`src/rtl/pc_redirect_if.sv`:
```
// Redirect and fetch-PC bundle between execute/fetch (master) and the PC
// redirect controller (slave).
interface pc_redirect_if #(
  parameter int CNT_W = 16
) ();
  logic             redir_valid;
  logic [31:0]      redir_target;
  logic             redir_is_jalr;
  logic             redir_ready;
  logic             fetch_ready;
  logic [31:0]      pc;
  logic             flush;
  logic             misalign_exc;
  logic [31:0]      misalign_addr;
  logic [CNT_W-1:0] redirect_cnt;

  modport master (
    output redir_valid, redir_target, redir_is_jalr, fetch_ready,
    input  redir_ready, pc, flush, misalign_exc, misalign_addr, redirect_cnt
  );

  modport slave (
    input  redir_valid, redir_target, redir_is_jalr, fetch_ready,
    output redir_ready, pc, flush, misalign_exc, misalign_addr, redirect_cnt
  );
endinterface

```
`src/rtl/pc_redirect_ctrl.sv`:
```
// Architectural fetch PC owner: accepts execute redirects, checks alignment,
// reloads the PC and holds flush for FLUSH_CYCLES cycles.
module pc_redirect_ctrl #(
  parameter logic [31:0] RESET_PC     = 32'h0000_0000,
  parameter int          FLUSH_CYCLES = 2,
  parameter int          CNT_W        = 16
) (
  input  logic          clk,
  input  logic          rst,
  pc_redirect_if.slave  bus
);

  localparam int FC_W = (FLUSH_CYCLES > 1) ? $clog2(FLUSH_CYCLES) : 1;

  typedef enum logic {
    RUN,
    FLUSH
  } state_t;

  state_t           state_q, state_d;
  logic [31:0]      pc_q, pc_d;
  logic             flush_q, flush_d;
  logic [FC_W-1:0]  fcnt_q, fcnt_d;
  logic             exc_q, exc_d;
  logic [31:0]      addr_q, addr_d;
  logic [CNT_W-1:0] rcnt_q, rcnt_d;
  logic             ready;
  logic [31:0]      tgt;

  // JALR targets come from rs1 + imm and must have bit 0 cleared.
  assign tgt = bus.redir_is_jalr ? {bus.redir_target[31:1], 1'b0} : bus.redir_target;

  always_comb begin
    // NOTE: every signal gets a default first so no path can leave it
    // unassigned, which would otherwise infer a latch.
    state_d = state_q;
    pc_d    = pc_q;
    flush_d = flush_q;
    fcnt_d  = fcnt_q;
    exc_d   = 1'b0;
    addr_d  = addr_q;
    rcnt_d  = rcnt_q;
    ready   = 1'b0;

    case (state_q)
      RUN: begin
        ready = 1'b1;
        if (bus.redir_valid) begin
          if (tgt[1:0] != 2'b00) begin
            exc_d  = 1'b1;
            addr_d = tgt;
          end else begin
            pc_d    = tgt;
            flush_d = 1'b1;
            fcnt_d  = FC_W'(FLUSH_CYCLES - 1);
            rcnt_d  = rcnt_q + 1'b1;
            state_d = FLUSH;
          end
        end else if (bus.fetch_ready) begin
          pc_d = pc_q + 32'd4;
        end
      end
      FLUSH: begin
        if (fcnt_q == '0) begin
          flush_d = 1'b0;
          state_d = RUN;
        end else begin
          fcnt_d = fcnt_q - 1'b1;
        end
      end
      default: state_d = RUN;
    endcase
  end

  always_ff @(posedge clk) begin
    // NOTE: sequential state uses non-blocking assignments so every register
    // samples the pre-edge values, independent of statement order.
    if (rst) begin
      state_q <= RUN;
      pc_q    <= RESET_PC;
      flush_q <= 1'b0;
      fcnt_q  <= '0;
      exc_q   <= 1'b0;
      addr_q  <= '0;
      rcnt_q  <= '0;
    end else begin
      state_q <= state_d;
      pc_q    <= pc_d;
      flush_q <= flush_d;
      fcnt_q  <= fcnt_d;
      exc_q   <= exc_d;
      addr_q  <= addr_d;
      rcnt_q  <= rcnt_d;
    end
  end

  assign bus.redir_ready   = ready;
  assign bus.pc            = pc_q;
  assign bus.flush         = flush_q;
  assign bus.misalign_exc  = exc_q;
  assign bus.misalign_addr = addr_q;
  assign bus.redirect_cnt  = rcnt_q;

endmodule

```
`src/flat_wrapper.sv`:
```
// flat-port wrapper written by rule: the top's interface ports become plain ports
module pc_redirect_ctrl_flat 
#(
  parameter logic [31:0] RESET_PC     = 32'h0000_0000,
  parameter int          FLUSH_CYCLES = 2,
  parameter int          CNT_W        = 16
)
  (clk, rst, bus_redir_valid, bus_redir_target, bus_redir_is_jalr, bus_fetch_ready, bus_redir_ready, bus_pc, bus_flush, bus_misalign_exc, bus_misalign_addr, bus_redirect_cnt);
  pc_redirect_if #(.CNT_W(CNT_W)) bus_i ();
  input  logic clk;
  input  logic rst;
  input wire logic [$bits(bus_i.redir_valid)-1:0] bus_redir_valid;
  input wire logic [$bits(bus_i.redir_target)-1:0] bus_redir_target;
  input wire logic [$bits(bus_i.redir_is_jalr)-1:0] bus_redir_is_jalr;
  input wire logic [$bits(bus_i.fetch_ready)-1:0] bus_fetch_ready;
  output wire logic [$bits(bus_i.redir_ready)-1:0] bus_redir_ready;
  output wire logic [$bits(bus_i.pc)-1:0] bus_pc;
  output wire logic [$bits(bus_i.flush)-1:0] bus_flush;
  output wire logic [$bits(bus_i.misalign_exc)-1:0] bus_misalign_exc;
  output wire logic [$bits(bus_i.misalign_addr)-1:0] bus_misalign_addr;
  output wire logic [$bits(bus_i.redirect_cnt)-1:0] bus_redirect_cnt;
  assign bus_i.redir_valid = bus_redir_valid;
  assign bus_i.redir_target = bus_redir_target;
  assign bus_i.redir_is_jalr = bus_redir_is_jalr;
  assign bus_i.fetch_ready = bus_fetch_ready;
  assign bus_redir_ready = bus_i.redir_ready;
  assign bus_pc = bus_i.pc;
  assign bus_flush = bus_i.flush;
  assign bus_misalign_exc = bus_i.misalign_exc;
  assign bus_misalign_addr = bus_i.misalign_addr;
  assign bus_redirect_cnt = bus_i.redirect_cnt;
  pc_redirect_ctrl #(.RESET_PC(RESET_PC), .FLUSH_CYCLES(FLUSH_CYCLES), .CNT_W(CNT_W)) u_core (.clk(clk), .rst(rst), .bus(bus_i));
endmodule
```
`config.mk`:
```
export PLATFORM = sky130hd
export DESIGN_NAME = pc_redirect_ctrl_flat
export DESIGN_NICKNAME = d
export VERILOG_FILES = /design/src/rtl/pc_redirect_if.sv /design/src/rtl/pc_redirect_ctrl.sv /design/src/flat_wrapper.sv
export SDC_FILE = /design/constraint.sdc
export NUM_CORES = 1
export LEC_CHECK = 0
export ABC_AREA = 1
export CAP_MARGIN = 15
export CORE_ASPECT_RATIO = 1.75
export CORE_MARGIN = 3
export CORE_UTILIZATION = 36
export DETAILED_ROUTE_END_ITERATION = 10
export PLACE_DENSITY = 0.67
export SKIP_CTS_REPAIR_TIMING = 1
export SLEW_MARGIN = 25
export SYNTH_ARGS = -nofsm -noshare
export SYNTH_HDL_FRONTEND = slang
export SYNTH_SLANG_ARGS = --single-unit
```
`constraint.sdc`:
```
create_clock -name clk -period 2.7 [get_ports clk]
set_input_delay 0.81 -clock clk [delete_from_list [all_inputs] [get_ports clk]]
set_output_delay 0.81 -clock clk [all_outputs]
set_load 0.03 [all_outputs]
```
Yosys cells after proc, flatten, opt, wreduce, memory -nomap -nowiden
Index checks and enable logic that the tools add are counted.

Bits in registers: 84. Bits of input ports: 37. Word-level logic and storage cells: 41. Output and inout port bits: 83.

Bitwise gates (word level): 3. Eq/ne operators: 4. Add/subtract/negate cells: 3. Reductions and logical operators: 8. Mux-type cells: 16.

Operator list (count): 32-bit two-way mux (3); 32-bit by 3-bit adder with 32-bit output, second input constant (1); 16-bit by 1-bit adder with 16-bit output, second input constant (1); 3-bit AND reduction (4); 1-bit two-way mux (10); 2-bit inequality test, second input constant (4); 1-bit one-hot mux with 2 select lines (3); 2-bit nonzero test (2); 1-bit inverter (3); 3-bit OR reduction (1); 2-bit AND reduction (1); 1-bit subtractor, second input constant (1).

Depth between registers and ports, before layout
Gate-level depths: netlist (run 1).

Depth after elaboration: 5. Mapped depth: 10. Depth with buffers taken out: 10.

Worst setup path before layout (run 1)
Ideal clock, no wire load.

Path type: input port to flip-flop. Start point: input bus_redir_valid. End point: register u_core.rcnt_q[10] (netlist: u_core.bus.redirect_cnt[10]). Required time: 2586 ps. Setup slack: 808 ps. Library setup time: 114 ps. Data arrival time: 1778 ps. Stages on the path: 10. Path buffers: 1. Path through: buf_4 inv_4 nor2_8 nand3_4 nor2_4 nand3_1 nor3_2 nand2_1 nand2_1 nor2_1.

Longest elaborated chain between the ends: 1.

Ends and longest elaborated chain: start, declared (line flat_wrapper.sv:12) `input wire logic [$bits(bus_i.redir_valid)-1:0] bus_redir_valid;`; 3-bit AND reduction (no source line); end signal, assigned (line pc_redirect_ctrl.sv:93) `rcnt_q <= rcnt_d;`; end, declared (line pc_redirect_ctrl.sv:26) `logic [CNT_W-1:0] rcnt_q, rcnt_d;`.

Every way passes these cells. A chain may end at the register's enable or synchronous reset.

Worst setup path after layout (run 1)
Start point: register u_core.state_q. End point: output bus_redir_ready.

Longest elaborated chain between the ends: 1.

Ends and longest elaborated chain: start, declared (line pc_redirect_ctrl.sv:20) `state_t state_q, state_d;`; start signal, assigned (line pc_redirect_ctrl.sv:87) `state_q <= state_d;`; 1-bit two-way mux (line pc_redirect_ctrl.sv:45) `case (state_q)`; end, declared (line flat_wrapper.sv:16) `output wire logic [$bits(bus_i.redir_ready)-1:0] bus_redir_ready;`.

Every way passes these cells.

==> out/qor.yml, run 1 <==
p_total_mw: 3.24
multiInputGateArea_um2: 2350
ff_latch_area_um2: 1680
die_area_um2: 13600
status: "finished clean"
tightest_slew_ns: 0.775
slowest_stage: "clkdlybuf4s50_1"
place_congestion: 0.936
grt.total_usage_pct: 22.6
io_pins: 120
crit_type: "reg -> out"
slew_headroom_pct: 48.3
wire_per_inst_um: 15.4
cts_root_buffer: "clkbuf_16"
whs_path_depth: 2
drtIter0Drc: 272
max_freq_mhz: 414
post_drt_via_cell_ratio: 5.08
min_period_ns: 2.41
power_density_nw_per_um2: 537
end_kind: "output pin"
routed_wl_mm: 15.0
drtPass1Iterations: 5
worstRegToRegCells: 10
dp_slack_ns: 0.126
fin_nets: 842
crit_buf_inv: 2
fill_cells: 1213
worstPathRequired_ns: 1.89
portBuffers: 119
ys_ff_latch: 84
cp_slowest_stage_delay_ns: 0.62
hold_viol: 0
antenna_found_initial: 0
cp-start-kind: "flop"
route.detailed.drc: 0
synth_area_um2: 4400
cts_buffers: 9
ys_warn_count: 0
synthToLayoutAreaGrowth_pct: 37.2
tns_ns: 0
setup_viol: 0
die_h_um: 152
hold_class: "reg -> reg"
finClkSkew_ns: 0.00720
diodes: 0
drive_gt1_share_pct: 5.07
dp_hpwl_mm: 11.2
drv_slew: 0
layout.cells.non_filler: 970
worstPathArrival_ns: 1.60
rows: 52
layout_setup_ws_ns: 0.285
critPathMaxFanout: 4
path_depth: 2
drv_cap: 0
place_inst: 954
dieWidth_um: 89.5
grt_overflow_total: 0
p_leak_nw: 2.08
cts_sinks: 84
rsz0062_at_grt: "no"
cp_top_family: "buffers and inverters"
grt_start_max_net_pins: 71
syn_area_per_cell_um2: 6.34
grt_first_pass_wirelength_mm: 24.0
grt_pass1_vias: 4857
cts_tree: "built"
start_util_pct: 37.3
postSynthCellCount: 693
clkTransAtPathRegs_ns: 0.07
core_area_um2: 11800
worstSkewPairLatency_ns: 0.35
antenna_left: 0
worstPathCellList: "inv_1, clkdlybuf4s50_1"
synth_fp_nets: 732
synth-seq-area-share_pct: 38.3
cts_buffer_depth: 2
peakVddDrop_mv: 0.330
htree_levels: 3
finalCritPeriodShare_pct: 89.4
ys_types: 34
via_count: 4924
-- final cells by class --
class | count | share of cell area (%)
multi-input cells | 522 | 39.0
repair buffers | 130 | 21.0
flip-flops and latches | 84 | 27.9
inverters | 56 | 3.57
clock buffers | 10 | 3.96
clock inverters | 6 | 1.16
well taps | 162 | 3.36
-- Yosys cell counts --
| cell | count | area, um^2 |
|---|---|---|
| buf_2 | 7 | 35.0 |
| nand3_1 | 66 | 330 |
| clkbuf_1 | 17 | 63.8 |
| nor2_1 | 90 | 338 |
| inv_1 | 53 | 199 |
| ha_1 | 2 | 25.0 |
| nand3b_1 | 2 | 15.0 |
| o21ai_0 | 37 | 185 |
| and2_1 | 1 | 6.26 |
| nand2_4 | 1 | 11.3 |
| buf_4 | 1 | 7.51 |
| a21oi_1 | 79 | 395 |
| nand4_1 | 8 | 50.1 |
| a31oi_1 | 2 | 12.5 |
| nor3_1 | 9 | 45.0 |
| xor2_1 | 3 | 26.3 |
| or2_0 | 2 | 12.5 |
| nor2_2 | 4 | 25.0 |
| nor3_2 | 1 | 10.0 |
| nand2_1 | 205 | 769 |
| buf_1 | 4 | 15.0 |
| nand2_2 | 1 | 6.26 |
| nor2_8 | 1 | 20.0 |
| nor2_4 | 1 | 11.3 |
| clkinv_1 | 1 | 3.75 |
| dfxtp_1 | 84 | 1680 |
| inv_4 | 2 | 12.5 |
| o31ai_1 | 2 | 15.0 |
| buf_6 | 2 | 22.5 |
| a211oi_1 | 1 | 7.51 |
| or2_2 | 1 | 6.26 |
| nor4_1 | 1 | 6.26 |
| nand3_4 | 1 | 17.5 |
| o21a_1 | 1 | 7.51 |
-- sequential cells by signal (all words and copies together), names as in the netlist --
name                      cells
u_core.bus.misalign_addr     32
u_core.bus.pc                32
u_core.bus.redirect_cnt      16
u_core.bus.flush              1
u_core.bus.misalign_exc       1
u_core.fcnt_q                 1
u_core.state_q                1
-- power breakdown --
part,internal [mW],switching [mW]
combinational,0.229,0.346
sequential,1.30,0.0641
clock,0.749,0.550
-- cell families after synthesis --
| group | count (synthesis) | synth area share (%) |
|---|---|---|
| simple gates | 395 | 38.2 |
| buf+inv | 87 | 8.17 |
| compound gates | 122 | 14.2 |
| xor+xnor | 3 | 0.598 |
| fa+ha+maj | 2 | 0.569 |
| flops | 84 | 38.3 |
-- worst register-to-register path: cells and delay by family (launching register included) --
family          cells  cell delay (ns)
fa+ha+maj           1             0.20
compound gates      1             0.06
buf+inv             1             0.18
flops               1             0.41
simple gates        7             1.00
-- cells in the final DEF, fill, tap and decap left out, types with 2 or more instances in the layout --
| master | count |
|---|---|
| nand4_1 | 8 |
| o31ai_1 | 2 |
| buf_4 | 11 |
| nor2_1 | 90 |
| inv_1 | 53 |
| ha_1 | 2 |
| dfxtp_1 | 84 |
| xor2_1 | 3 |
| nand3b_1 | 2 |
| a31oi_1 | 2 |
| clkdlybuf4s50_1 | 118 |
| o21ai_0 | 37 |
| or2_0 | 2 |
| nor2_2 | 4 |
| clkinvlp_4 | 3 |
| nor3_1 | 9 |
| inv_6 | 2 |
| a21oi_1 | 79 |
| inv_4 | 2 |
| clkbuf_16 | 9 |
| nand3_1 | 66 |
| nand2_1 | 205 |
-- through the flow --
stage                     area, um^2  hold slack (ns)  util [%]
after floorplan                 4400            0.446         -
after CTS                       6030            0.448      51.2
after detailed placement        5720            0.436      48.6
final                           6030            0.446      51.2
after global routing            6030            0.465      51.2
after global placement          5720            0.435      48.6
-- worst paths after layout --
| kind | from | endpoint | slack [ns] |
|---|---|---|---|
| hold / removal | u_core.bus.pc[0] | u_core.bus.pc[0] | 0.45 |
| setup reg to reg | u_core.bus.pc[2] | u_core.bus.pc[24] | 0.71 |
| hold reg to reg | u_core.bus.pc[0] | u_core.bus.pc[0] | 0.45 |
| setup / recovery | u_core.state_q | bus_redir_ready | 0.29 |
-- metal layers --
metal  wire length, um  share of wire [%]  GRT usage [%]  up-vias
met5                 0                  0              0        -
met4               522                3.5           9.37        0
met3               876                5.9           5.25       34
met2              7900                 53           39.4      173
met1              5670                 38           25.4     2252
li1                  -                  -              -     2465
(Power assumes the default switching activity.)
==> inputs of run 2 (changes only) <==
--- a/config.mk
+++ b/config.mk
@@ -11,6 +11,7 @@
 export CORE_MARGIN = 3
 export CORE_UTILIZATION = 36
 export DETAILED_ROUTE_END_ITERATION = 10
+export GPL_TIMING_DRIVEN = 0
 export PLACE_DENSITY = 0.67
 export SKIP_CTS_REPAIR_TIMING = 1
 export SLEW_MARGIN = 25
==> out/qor.yml, run 2 (synthesis results as in run 1) <==
status: "finished clean"
start_util_pct: 37.3
routed_wl_mm: 15.6
cp_top_family: "buffers and inverters"
cts_buffer_depth: 2
route.detailed.drc: 0
max_freq_mhz: 422
power_density_nw_per_um2: 523
grt_overflow_total: 0
layout_commonest_cell: "nand2_1"
grt_pass1_vias: 4879
drive_gt1_share_pct: 4.60
crit_buf_inv: 1
worstPathArrival_ns: 1.56
finClkSkew_ns: 0.00694
dp_hpwl_mm: 12.2
place_congestion: 0.980
power_switching_uw: 974
tightest_slew_ns: 0.712
place_inst: 972
switching_share_pct: 30.8
peakVddDrop_mv: 0.372
slew_headroom_pct: 52.6
diodes: 0
final_cell_mix: "nand2_1 (205), clkdlybuf4s50_1 (117), nor2_1 (90), dfxtp_1 (84), a21oi_1 (79)"
critPathMaxFanout: 6
whs_ns: 0.450
dieWidth_um: 89.5
drtIter0Drc: 225
finalCritPeriodShare_pct: 87.7
rows: 52
portBuffers: 117
setup_viol: 0
antenna_left: 0
clkPwrFrac_pct: 38.2
via_count: 5032
worstPathCellList: "clkdlybuf4s50_1"
grt_first_pass_wirelength_mm: 24.4
die_h_um: 152
htree_levels: 3
cts_buffers: 9
cts_sinks: 84
cts_root_buffer: "clkbuf_16"
die_area_um2: 13600
fin_nets: 860
wire_per_inst_um: 15.8
post_drt_via_cell_ratio: 5.09
clkTransAtPathRegs_ns: 0.06
hold_class: "reg -> reg"
cp_slowest_stage_delay_ns: 0.73
drtPass1Iterations: 5
worstPathRequired_ns: 1.89
grt_start_max_net_pins: 16
worstSkewPairLatency_ns: 0.35
tns_ns: 0
hold_viol: 0
min_period_ns: 2.37
synthToLayoutAreaGrowth_pct: 37.8
grt.total_usage_pct: 23.2
drv_slew: 0
drv_cap: 0
antenna_found_initial: 0
end_kind: "output pin"
core_area_um2: 11800
crit_type: "reg -> out"
cts_tree: "built"
slowest_stage: "clkdlybuf4s50_1"
power_frac_seq_pct: 43.1
layout_setup_ws_ns: 0.331
p_leak_nw: 2.08
dp_slack_ns: 0.169
io_pins: 120
comb_power_share_pct: 18.7
final_util_pct: 51.4
cp-start-kind: "flop"
layout.cells.non_filler: 988
rsz0062_at_grt: "no"
p_int_mw: 2.19
==> run 2: cell types whose count changed in the layout (fill, tap and decap cells not counted), moves of 2 or more <==
cell      change
buf_1         +4
buf_2         +6
buf_4        -10
buf_6         +2
clkbuf_1     +18
==> run 2: through the flow <==
| step | power, mW | area, um^2 |
|---|---|---|
| 2_1_floorplan | 1.71 | 4400 |
| 3_3_place_gp | 1.98 | 5770 |
| 3_5_place_dp | 1.98 | 5770 |
| 4_1_cts | 3.18 | 6060 |
| 5_1_grt | 3.28 | 6060 |
| 6_report | 3.17 | 6060 |
==> run 2: power groups by stage <==
stage / clock (mW) / sequential, mW / combinational (mW)
finish: 1.21 / 1.37 / 0.592
floorplan: 0 / 1.49 / 0.220
global placement: 0 / 1.39 / 0.585
global route: 1.26 / 1.37 / 0.642
CTS: 1.22 / 1.37 / 0.595
detailed placement: 0 / 1.39 / 0.592
==> run 2: cell type report <==
class	count	area, um^2
plain buffers	31	144
multi-input cells	522	2350
repair buffers	117	1170
fillers	1204	5720
well taps	162	203
clock buffers	11	243
flip-flops and latches	84	1680
clock inverters	5	43.8
inverters	56	215
==> run 2: path summary, 6_finish.rpt <==
| check | start | to | slack, ns | cells after the start |
|---|---|---|---|---|
| worst max-delay path | u_core.bus.pc[23] | bus_pc[23] | 0.33 | 1 |
| worst min-delay path | u_core.bus.pc[0] | u_core.bus.pc[0] | 0.45 | 2 |
| worst max register to register | u_core.bus.pc[2] | u_core.bus.pc[24] | 0.75 | 10 |
| worst min register to register | u_core.bus.pc[0] | u_core.bus.pc[0] | 0.45 | 2 |
==> run 2: metal layers <==
metal | share of wire (%) | track usage [%]
met1 | 38 | 25.3
met2 | 53 | 41.9
met3 | 5.8 | 4.87
met4 | 3.5 | 9.01
met5 | 0 | 0
